## config.mk

```make
export PLATFORM = sky130hd
export DESIGN_NAME = pipe_ctrl
export DESIGN_NICKNAME = d
export VERILOG_FILES = /design/src/rtl/pipe_pkg.sv /design/src/rtl/pipe_scoreboard.sv /design/src/rtl/pipe_ctrl.sv
export SDC_FILE = /design/constraint.sdc
export NUM_CORES = 1
export LEC_CHECK = 0
export CORE_MARGIN = 3
export CORE_UTILIZATION = 63
export CTS_CLUSTER_SIZE = 16
export DETAILED_ROUTE_END_ITERATION = 12
export DONT_BUFFER_PORTS = 1
export PLACE_DENSITY = 0.79
export RECOVER_POWER = 100
export SLEW_MARGIN = 20
export SYNTH_ARGS = -nofsm -noshare
export SYNTH_HDL_FRONTEND = slang
export SYNTH_SLANG_ARGS = --single-unit
```

## constraint.sdc

```tcl
create_clock -name clk -period 2.3 [get_ports clk]
set_input_delay 0.46 -clock clk [delete_from_list [all_inputs] [get_ports clk]]
set_output_delay 0.46 -clock clk [all_outputs]
set_load 0.02 [all_outputs]
```

## src/rtl/pipe_pkg.sv

```systemverilog
// rtl/pipe_pkg.sv - shared state encoding and scoreboard entry type for pipe_ctrl
package pipe_pkg;

    localparam int REGW_DEF = 5;

    typedef enum logic [1:0] {
        ST_RUN    = 2'd0,
        ST_MDIV   = 2'd1,
        ST_DRAIN  = 2'd2,
        ST_HALTED = 2'd3
    } state_e;

    typedef struct packed {
        logic                load;
        logic                wen;
        logic [REGW_DEF-1:0] rd;
    } sb_entry_t;

endpackage

```

## src/rtl/pipe_scoreboard.sv

```systemverilog
// rtl/pipe_scoreboard.sv - shifting destination tracker with load-use compare
module pipe_scoreboard
    import pipe_pkg::*;
#(
    parameter int DEPTH = 3
) (
    input  logic                clk,
    input  logic                rstn,
    input  logic                issue_en,
    input  sb_entry_t           id_entry,
    input  logic                id_valid,
    input  logic [REGW_DEF-1:0] id_rs1,
    input  logic [REGW_DEF-1:0] id_rs2,
    input  logic                id_use_rs1,
    input  logic                id_use_rs2,
    output logic                load_use
);

    sb_entry_t sb_q [DEPTH];
    sb_entry_t sb_d [DEPTH];

    // Shifts every cycle in lockstep with the stage pipeline; bubbles enter as zero entries.
    always_comb begin
        sb_d[0] = issue_en ? id_entry : '0;
        for (int i = 1; i < DEPTH; i++) begin
            sb_d[i] = sb_q[i-1];
        end
    end

    always_ff @(posedge clk or negedge rstn) begin
        if (!rstn) begin
            for (int i = 0; i < DEPTH; i++) begin
                sb_q[i] <= '0;
            end
        end else begin
            for (int i = 0; i < DEPTH; i++) begin
                sb_q[i] <= sb_d[i];
            end
        end
    end

    logic ex_pending;
    logic hit_rs1;
    logic hit_rs2;

    // Only a load in EX can stall; MEM/WB results are forwarded.
    always_comb begin
        ex_pending = sb_q[0].load & sb_q[0].wen & (sb_q[0].rd != '0);
        hit_rs1    = id_use_rs1 & (id_rs1 == sb_q[0].rd);
        hit_rs2    = id_use_rs2 & (id_rs2 == sb_q[0].rd);
        load_use   = id_valid & ex_pending & (hit_rs1 | hit_rs2);
    end

endmodule

```

## src/rtl/pipe_ctrl.sv

```systemverilog
// rtl/pipe_ctrl.sv - issue/stall/flush sequencing, mul/div occupancy and halt drain
module pipe_ctrl
    import pipe_pkg::*;
#(
    parameter int REGW     = REGW_DEF,
    parameter int DEPTH    = 3,
    parameter int MDIV_LAT = 8,
    parameter int CNTW     = 32
) (
    input  logic            clk,
    input  logic            rstn,
    input  logic            id_valid,
    input  logic [REGW-1:0] id_rs1,
    input  logic [REGW-1:0] id_rs2,
    input  logic            id_use_rs1,
    input  logic            id_use_rs2,
    input  logic [REGW-1:0] id_rd,
    input  logic            id_wen,
    input  logic            id_load,
    input  logic            id_mdiv,
    input  logic            id_halt,
    input  logic            ex_redirect,
    output logic            pc_en,
    output logic            ifid_en,
    output logic            ifid_flush,
    output logic            issue_en,
    output logic            halted,
    output logic [CNTW-1:0] bubble_cnt,
    output logic [1:0]      state
);

    localparam int CW = $clog2(MDIV_LAT + DEPTH + 1);

    state_e          state_q, state_d;
    logic [CW-1:0]   cnt_q, cnt_d;
    logic [CNTW-1:0] bubble_q, bubble_d;
    logic            load_use;
    sb_entry_t       id_entry;

    logic pc_en_c, ifid_en_c, ifid_flush_c, issue_en_c;

    assign id_entry = '{load: id_load, wen: id_wen, rd: id_rd};

    pipe_scoreboard #(.DEPTH(DEPTH)) u_sb (
        .clk        (clk),
        .rstn       (rstn),
        .issue_en   (issue_en),
        .id_entry   (id_entry),
        .id_valid   (id_valid),
        .id_rs1     (id_rs1),
        .id_rs2     (id_rs2),
        .id_use_rs1 (id_use_rs1),
        .id_use_rs2 (id_use_rs2),
        .load_use   (load_use)
    );

    always_comb begin
        state_d      = state_q;
        cnt_d        = cnt_q;
        pc_en_c      = 1'b0;
        ifid_en_c    = 1'b0;
        ifid_flush_c = 1'b0;
        issue_en_c   = 1'b0;
        unique case (state_q)
            ST_RUN: begin
                if (ex_redirect) begin
                    pc_en_c      = 1'b1;
                    ifid_en_c    = 1'b1;
                    ifid_flush_c = 1'b1;
                end else if (!load_use) begin
                    pc_en_c    = 1'b1;
                    ifid_en_c  = 1'b1;
                    issue_en_c = id_valid;
                end
                // Halt wins over mul/div when an instruction carries both.
                if (issue_en_c && id_halt) begin
                    state_d = ST_DRAIN;
                    cnt_d   = CW'(DEPTH);
                end else if (issue_en_c && id_mdiv) begin
                    state_d = ST_MDIV;
                    cnt_d   = CW'(MDIV_LAT - 1);
                end
            end
            ST_MDIV: begin
                cnt_d = cnt_q - 1'b1;
                if (cnt_q == CW'(1)) state_d = ST_RUN;
            end
            ST_DRAIN: begin
                cnt_d = cnt_q - 1'b1;
                if (cnt_q == CW'(1)) state_d = ST_HALTED;
            end
            default: ;
        endcase
    end

    // Bubble accounting covers RUN and MDIV only; drain and halt cycles are not stalls.
    always_comb begin
        bubble_d = bubble_q;
        if ((state_q == ST_RUN || state_q == ST_MDIV) && !issue_en_c && (bubble_q != '1)) begin
            bubble_d = bubble_q + 1'b1;
        end
    end

    always_ff @(posedge clk or negedge rstn) begin
        if (!rstn) begin
            state_q  <= ST_RUN;
            cnt_q    <= '0;
            bubble_q <= '0;
        end else begin
            state_q  <= state_d;
            cnt_q    <= cnt_d;
            bubble_q <= bubble_d;
        end
    end

    // Enables are forced low for the whole time reset is held, not just after the next edge.
    assign pc_en      = rstn & pc_en_c;
    assign ifid_en    = rstn & ifid_en_c;
    assign ifid_flush = rstn & ifid_flush_c;
    assign issue_en   = rstn & issue_en_c;
    assign halted     = (state_q == ST_HALTED);
    assign bubble_cnt = bubble_q;
    assign state      = state_q;

endmodule

```

### Yosys cells after proc, flatten, opt, wreduce, memory -nomap -nowiden

Index checks and enable logic that the tools add are counted.
Widths: inputs -> output; s select.

| word-level totals | value |
|---|---|
| input port bits | 25 |
| output and inout bits | 39 |
| bits in registers | 45 |
| logic and storage cells | 59 |

| operators by class | value |
|---|---|
| bitwise gates (word level) | 10 |
| mux-type cells | 18 |
| reductions and logical operators | 13 |
| $add $sub $neg | 2 |
| equality and inequality tests | 10 |

Operators by type and width:

| kind | count |
|---|---|
| $add 32x1->32 const B | 1 |
| $ne 32x32->1 const B | 1 |
| $eq 5x5->1 | 2 |
| $and 1x1->1 | 9 |
| $mux 1 | 9 |
| $mux 2 | 4 |
| $mux 4 | 2 |
| $pmux 4 s2 | 1 |
| $mux 7 | 1 |
| $pmux 2 s3 | 1 |
| $reduce_bool 5->1 | 1 |
| $eq 2x2->1 const B | 2 |
| $eq 4x1->1 const B | 1 |
| $logic_and 1x1->1 | 4 |
| $ne 2x2->1 const B | 2 |
| $reduce_and 4->1 | 1 |
| $sub 4x1->4 const B | 1 |
| $ne 3x3->1 const B | 1 |
| $reduce_bool 3->1 | 1 |
| $eq 2x1->1 const B | 1 |
| $logic_not 2->1 | 1 |
| $reduce_and 2->1 | 1 |
| $reduce_bool 2->1 | 1 |
| $reduce_or 2->1 | 1 |
| 3 further kinds | 3 |

### Logic depth before layout (Yosys ltp)

| depth | value |
|---|---|
| word-level depth | 11 |
| depth in mapped cells | 9 |
| depth with buffers taken out | 7 |

### Modules after synthesis

Synthesis repeated with hierarchy kept, for this count alone.

| unflattened totals | value |
|---|---|
| cell total of the unflattened synthesis | 225 |
| area, all modules | 2,406.1 sq um |

By module, submodules not included:

| module | cells each | area an instance (sq um) | times used |
|---|---|---|---|
| pipe_ctrl | 194 | 2,055.7 | 1 |
| pipe_scoreboard | 31 | 350.3 | 1 |

### Least setup slack after synthesis

OpenSTA, ideal clock, no wires.

| timing | value |
|---|---|
| path kind | reg-to-output |
| from | register state_q[0], in the netlist state[0] |
| to | output pc_en |
| arrival time | 1.758 ns |
| data required time | 1.840 ns |
| setup slack | 0.082 ns |
| stages on the path, launching flop included | 7 |
| cells stage by stage | dfrtp_1 inv_1 ha_1 clkbuf_1 nand2_1 a31oi_1 buf_4 |

| between the ends | value |
|---|---|
| word-level cells in the longest chain between the ends | 3 |

RTL lines:

| item | RTL line | source |
|---|---|---|
| start: declaration | pipe_ctrl.sv:34 | `state_e state_q, state_d;` |
| start signal: assignment | pipe_ctrl.sv:110 | `state_q <= state_d;` |
| $logic_not 2->1 | - |  |
| $mux 1 | - |  |
| $and 1x1->1 | - |  |
| end: declaration | pipe_ctrl.sv:23 | `output logic pc_en,` |

Every way passes these cells.

### Worst setup path in the final report

| timing | value |
|---|---|
| from | register u_sb.sb_q, in the netlist u_sb.sb_d[7] |
| to | output issue_en |

| between the ends | value |
|---|---|
| word-level cells in the longest chain between the ends | 9 |

RTL lines:

| item | RTL line | source |
|---|---|---|
| start: declaration | pipe_scoreboard.sv:19 | `sb_entry_t sb_q [DEPTH];` |
| start signal: indexed assignment | pipe_scoreboard.sv:37 | `sb_q[i] <= sb_d[i];` |
| $eq 5x5->1, or another cell as far along | pipe_scoreboard.sv:49 | `hit_rs1 = id_use_rs1 & (id_rs1 == sb_q[0].rd);` |
| $and 1x1->1 (on tied branches) | pipe_scoreboard.sv:49, pipe_scoreboard.sv:48, pipe_scoreboard.sv:50 |  |
| $or 1x1->1 or $and 1x1->1 (tied branches) | pipe_scoreboard.sv:51 | `load_use = id_valid & ex_pending & (hit_rs1 \| hit_rs2);` |
| $and 1x1->1 (*) | pipe_scoreboard.sv:51 |  |
| $mux 1 (*) | pipe_ctrl.sv:70 | `end else if (!load_use) begin` |
| $mux 1 (*) | pipe_ctrl.sv:66 | `if (ex_redirect) begin` |
| $mux 1 (*) (2 in series) | pipe_ctrl.sv:64 | `unique case (state_q)` |
| $and 1x1->1 (*) | pipe_ctrl.sv:120 | `assign issue_en = rstn & issue_en_c;` |
| end: declaration | pipe_ctrl.sv:26 | `output logic issue_en,` |

Mark *: on every way between the ends. The rest lies on a longest branch, timed or not. The select of a mux whose other input is x is not followed.

==> reports/results.tsv <==
metric	value	unit
status	finished, final reports clean	
ios	64	
synthCells	243	
drcViolationCount	0	
p_total	3.22	mW
yosys-top-cells-area	dfrtp_1 (45%), xor2_1 (10%), nor3_1 (4.2%), ha_1 (3.5%), nor4_2 (3.5%)	
synth_top_cell_area_share	44.6	%
clk-insertion-delay-late	0.29	ns
antenna_found_initial	0	
worstSetupPathType	reg2out	
htree_levels	2	
seqCellArea	0.00113	sq mm
via_count	1905	
synth_area	0.00253	sq mm
grt_pass1_wl	9.03	mm
synthMostInstantiatedCell	dfrtp_1	
cts.sinks	45	
synth_ff_type	dfrtp_1	
setup_violations	0	
period_minus_slack	2.14	ns
utilization	73.1	%
route.met3.wl	324	microns
critical_path_arrival	1.68	ns
ir_drop	0.704	mV
overflow	0	
ctsRootBufferMaster	clkbuf_8	
drt_wl_total	5.20	mm
synth_area_leader_cell	dfrtp_1	
ys_warn_count	0	
rr_worst_depth	8	
multi_input_area	0.00127	sq mm
hold_class	in2reg	
clkTransAtPathRegs	0.08	ns
synth-seq-cells	45	
routed.top_layer	met4	
grt_max_degree	46	
dr.pass1.iters	4	
wire_per_inst	16.2	microns
setup-tns-final	0	ns
drive_above_1_share	11.4	%
route.antenna.remaining_nets	0	
cts_buffers	5	
cts_tree	yes	
avgSynthCellArea	10.4	sq um
synthArstFlopShare	100	%
worst_slew_pin_slew	1.08	ns
yosysSeqAreaShare	44.6	%
clockBufferDepth	2	
grt_pass1_vias	1926	
viasPerCell	5.93	
grtUsageTotal	23.2	%
path_max_fanout	8	
fp.dieW	69.3	microns
nFillCells	313	
hold_depth	1	
drt_iter0_markers	79	
fin_nets	304	
post-route-period-util	93.0	%
gp_congestion	0.824	
finClkSkew	0.00513	ns
max_freq	468	MHz
rsz0062_at_grt	false	
area_growth	9.06	%
power.density	1170	mW/mm^2
max_cap_viol_count	0	
holdCritStartpoint	id_rd[4]	
core	0.00377	sq mm
hold-path-endpoint	u_sb.sb_d[11]	
p_leak	1.06	nW
initial_utilization	67.0	%
r2r-end	bubble_cnt[1]	
synth_commonest_cells	dfrtp_1 (45), xor2_1 (30), nor3_1 (21)	
maxSlewViolCount	0	
post-dp-hpwl	3.90	mm
startpoint_type	register	
setup.worst_path.start	u_sb.sb_d[7]	
timing.final.hold_violations	0	
m1WireLength	2.17	mm
cp-end-kind	output pin	
syn_nets	275	
rows	22	
port_buffers	0	
synth-edff-count	0	
synth_cell_types	46	
die_area	0.00481	sq mm
ff2ff_setup_slack	0.19	ns
wl_met2	2.66	mm
relSlewSlack	27.8	%
fp.dieH	69.3	microns
n_antenna_cell	0	
r2r_start	u_sb.sb_d[9]	
worstPathRequired	1.84	ns
cells by family (layout without fill, tap and decap cells):
kind of cell	count (synthesis)	in the layout	synth area share [%]
simple gates	108	108	26.0
flops	45	45	44.6
xor+xnor	40	40	13.9
compound gates	20	20	6.29
buf+inv	18	48	3.71
fa+ha+maj	7	7	3.47
mux	5	5	2.08
state kept, by name, indices dropped and copies added (netlist names):
| signal | count |
|---|---|
| bubble_cnt | 32 |
| u_sb.sb_d | 7 |
| state | 2 |
| cnt_q | 4 |
metal layers:
| layer | vias to the layer above | track usage (%) |
|---|---|---|
| li1 | 918 | - |
| met1 | 923 | 29.8 |
| met2 | 59 | 39.2 |
| met3 | 5 | 5.80 |
| met4 | 0 | 6.07 |
| met5 | - | 0 |
how the worst max path moves through the flow:
stage                    end  slack, ns  cells past startpoint
finish              issue_en       0.16                      4
global route        issue_en       0.02                      4
CTS                 issue_en       0.10                      4
detailed placement  issue_en       0.22                      5
global placement    issue_en       0.26                      5
floorplan              pc_en       0.08                      6
worst max-delay path, cell delays in order, from the launching register on:
cell      delay (ns)
dfrtp_1         0.42
nor3_1          0.20
a21oi_1         0.17
a21boi_2        0.29
and3_4          0.30
metrics by stage:
step / worst slack, ns / area (sq um) / instances / hold WS (ns)
after floorplan: 0.0823 / 2530 / 243 / 0.164
after global placement: 0.259 / 2740 / 310 / 0.166
after detailed placement: 0.221 / 2740 / 310 / 0.166
after CTS: 0.105 / 2880 / 320 / 0.00167
after global routing: 0.0192 / 2760 / 321 / 0.277
final: 0.162 / 2760 / 321 / 0.290
placed cells by master (no fill, tap or decap), types with 4 or more instances in the layout:
| master | synthesis | final |
|---|---|---|
| xor2_1 | 30 | 30 |
| ha_1 | 7 | 7 |
| nor4_1 | 1 | 6 |
| and2_1 | 10 | 10 |
| nor2_1 | 5 | 7 |
| dfrtp_1 | 45 | 45 |
| clkbuf_8 | 0 | 7 |
| buf_4 | 2 | 10 |
| nor3_1 | 21 | 21 |
| nand4_1 | 10 | 10 |
| xnor2_1 | 10 | 10 |
| nand3_1 | 14 | 14 |
| a21oi_1 | 4 | 4 |
| clkbuf_1 | 3 | 20 |
| nand2_1 | 16 | 16 |
| and3_1 | 6 | 5 |
| inv_1 | 8 | 8 |
cell type report:
type,instances,share of cell area (%)
multi-input cells,180,46.2
flip-flops and latches,45,40.9
repair buffers,32,5.99
clock buffers,7,3.50
well taps,48,2.18
inverters,8,1.09
clock inverters,1,0.182
report_power, final:
group | total (mW) | switching [mW] | internal, mW
clock | 0.528 | 0.256 | 0.272
combinational | 1.54 | 0.998 | 0.542
sequential | 1.15 | 0.173 | 0.978
total | 3.22 | 1.43 | 1.79
repair_timing:
action | in CTS | in global routing
hold buffers | 1 | 1
gates resized for setup | 2 | 1
setup buffers | 1 | 0
setup endpoints to repair | 1 | 3
pin swaps | 1 | 1
endpoints found under the hold margin | 45 | 4
No activity file was read; power rests on OpenSTA's default activity.
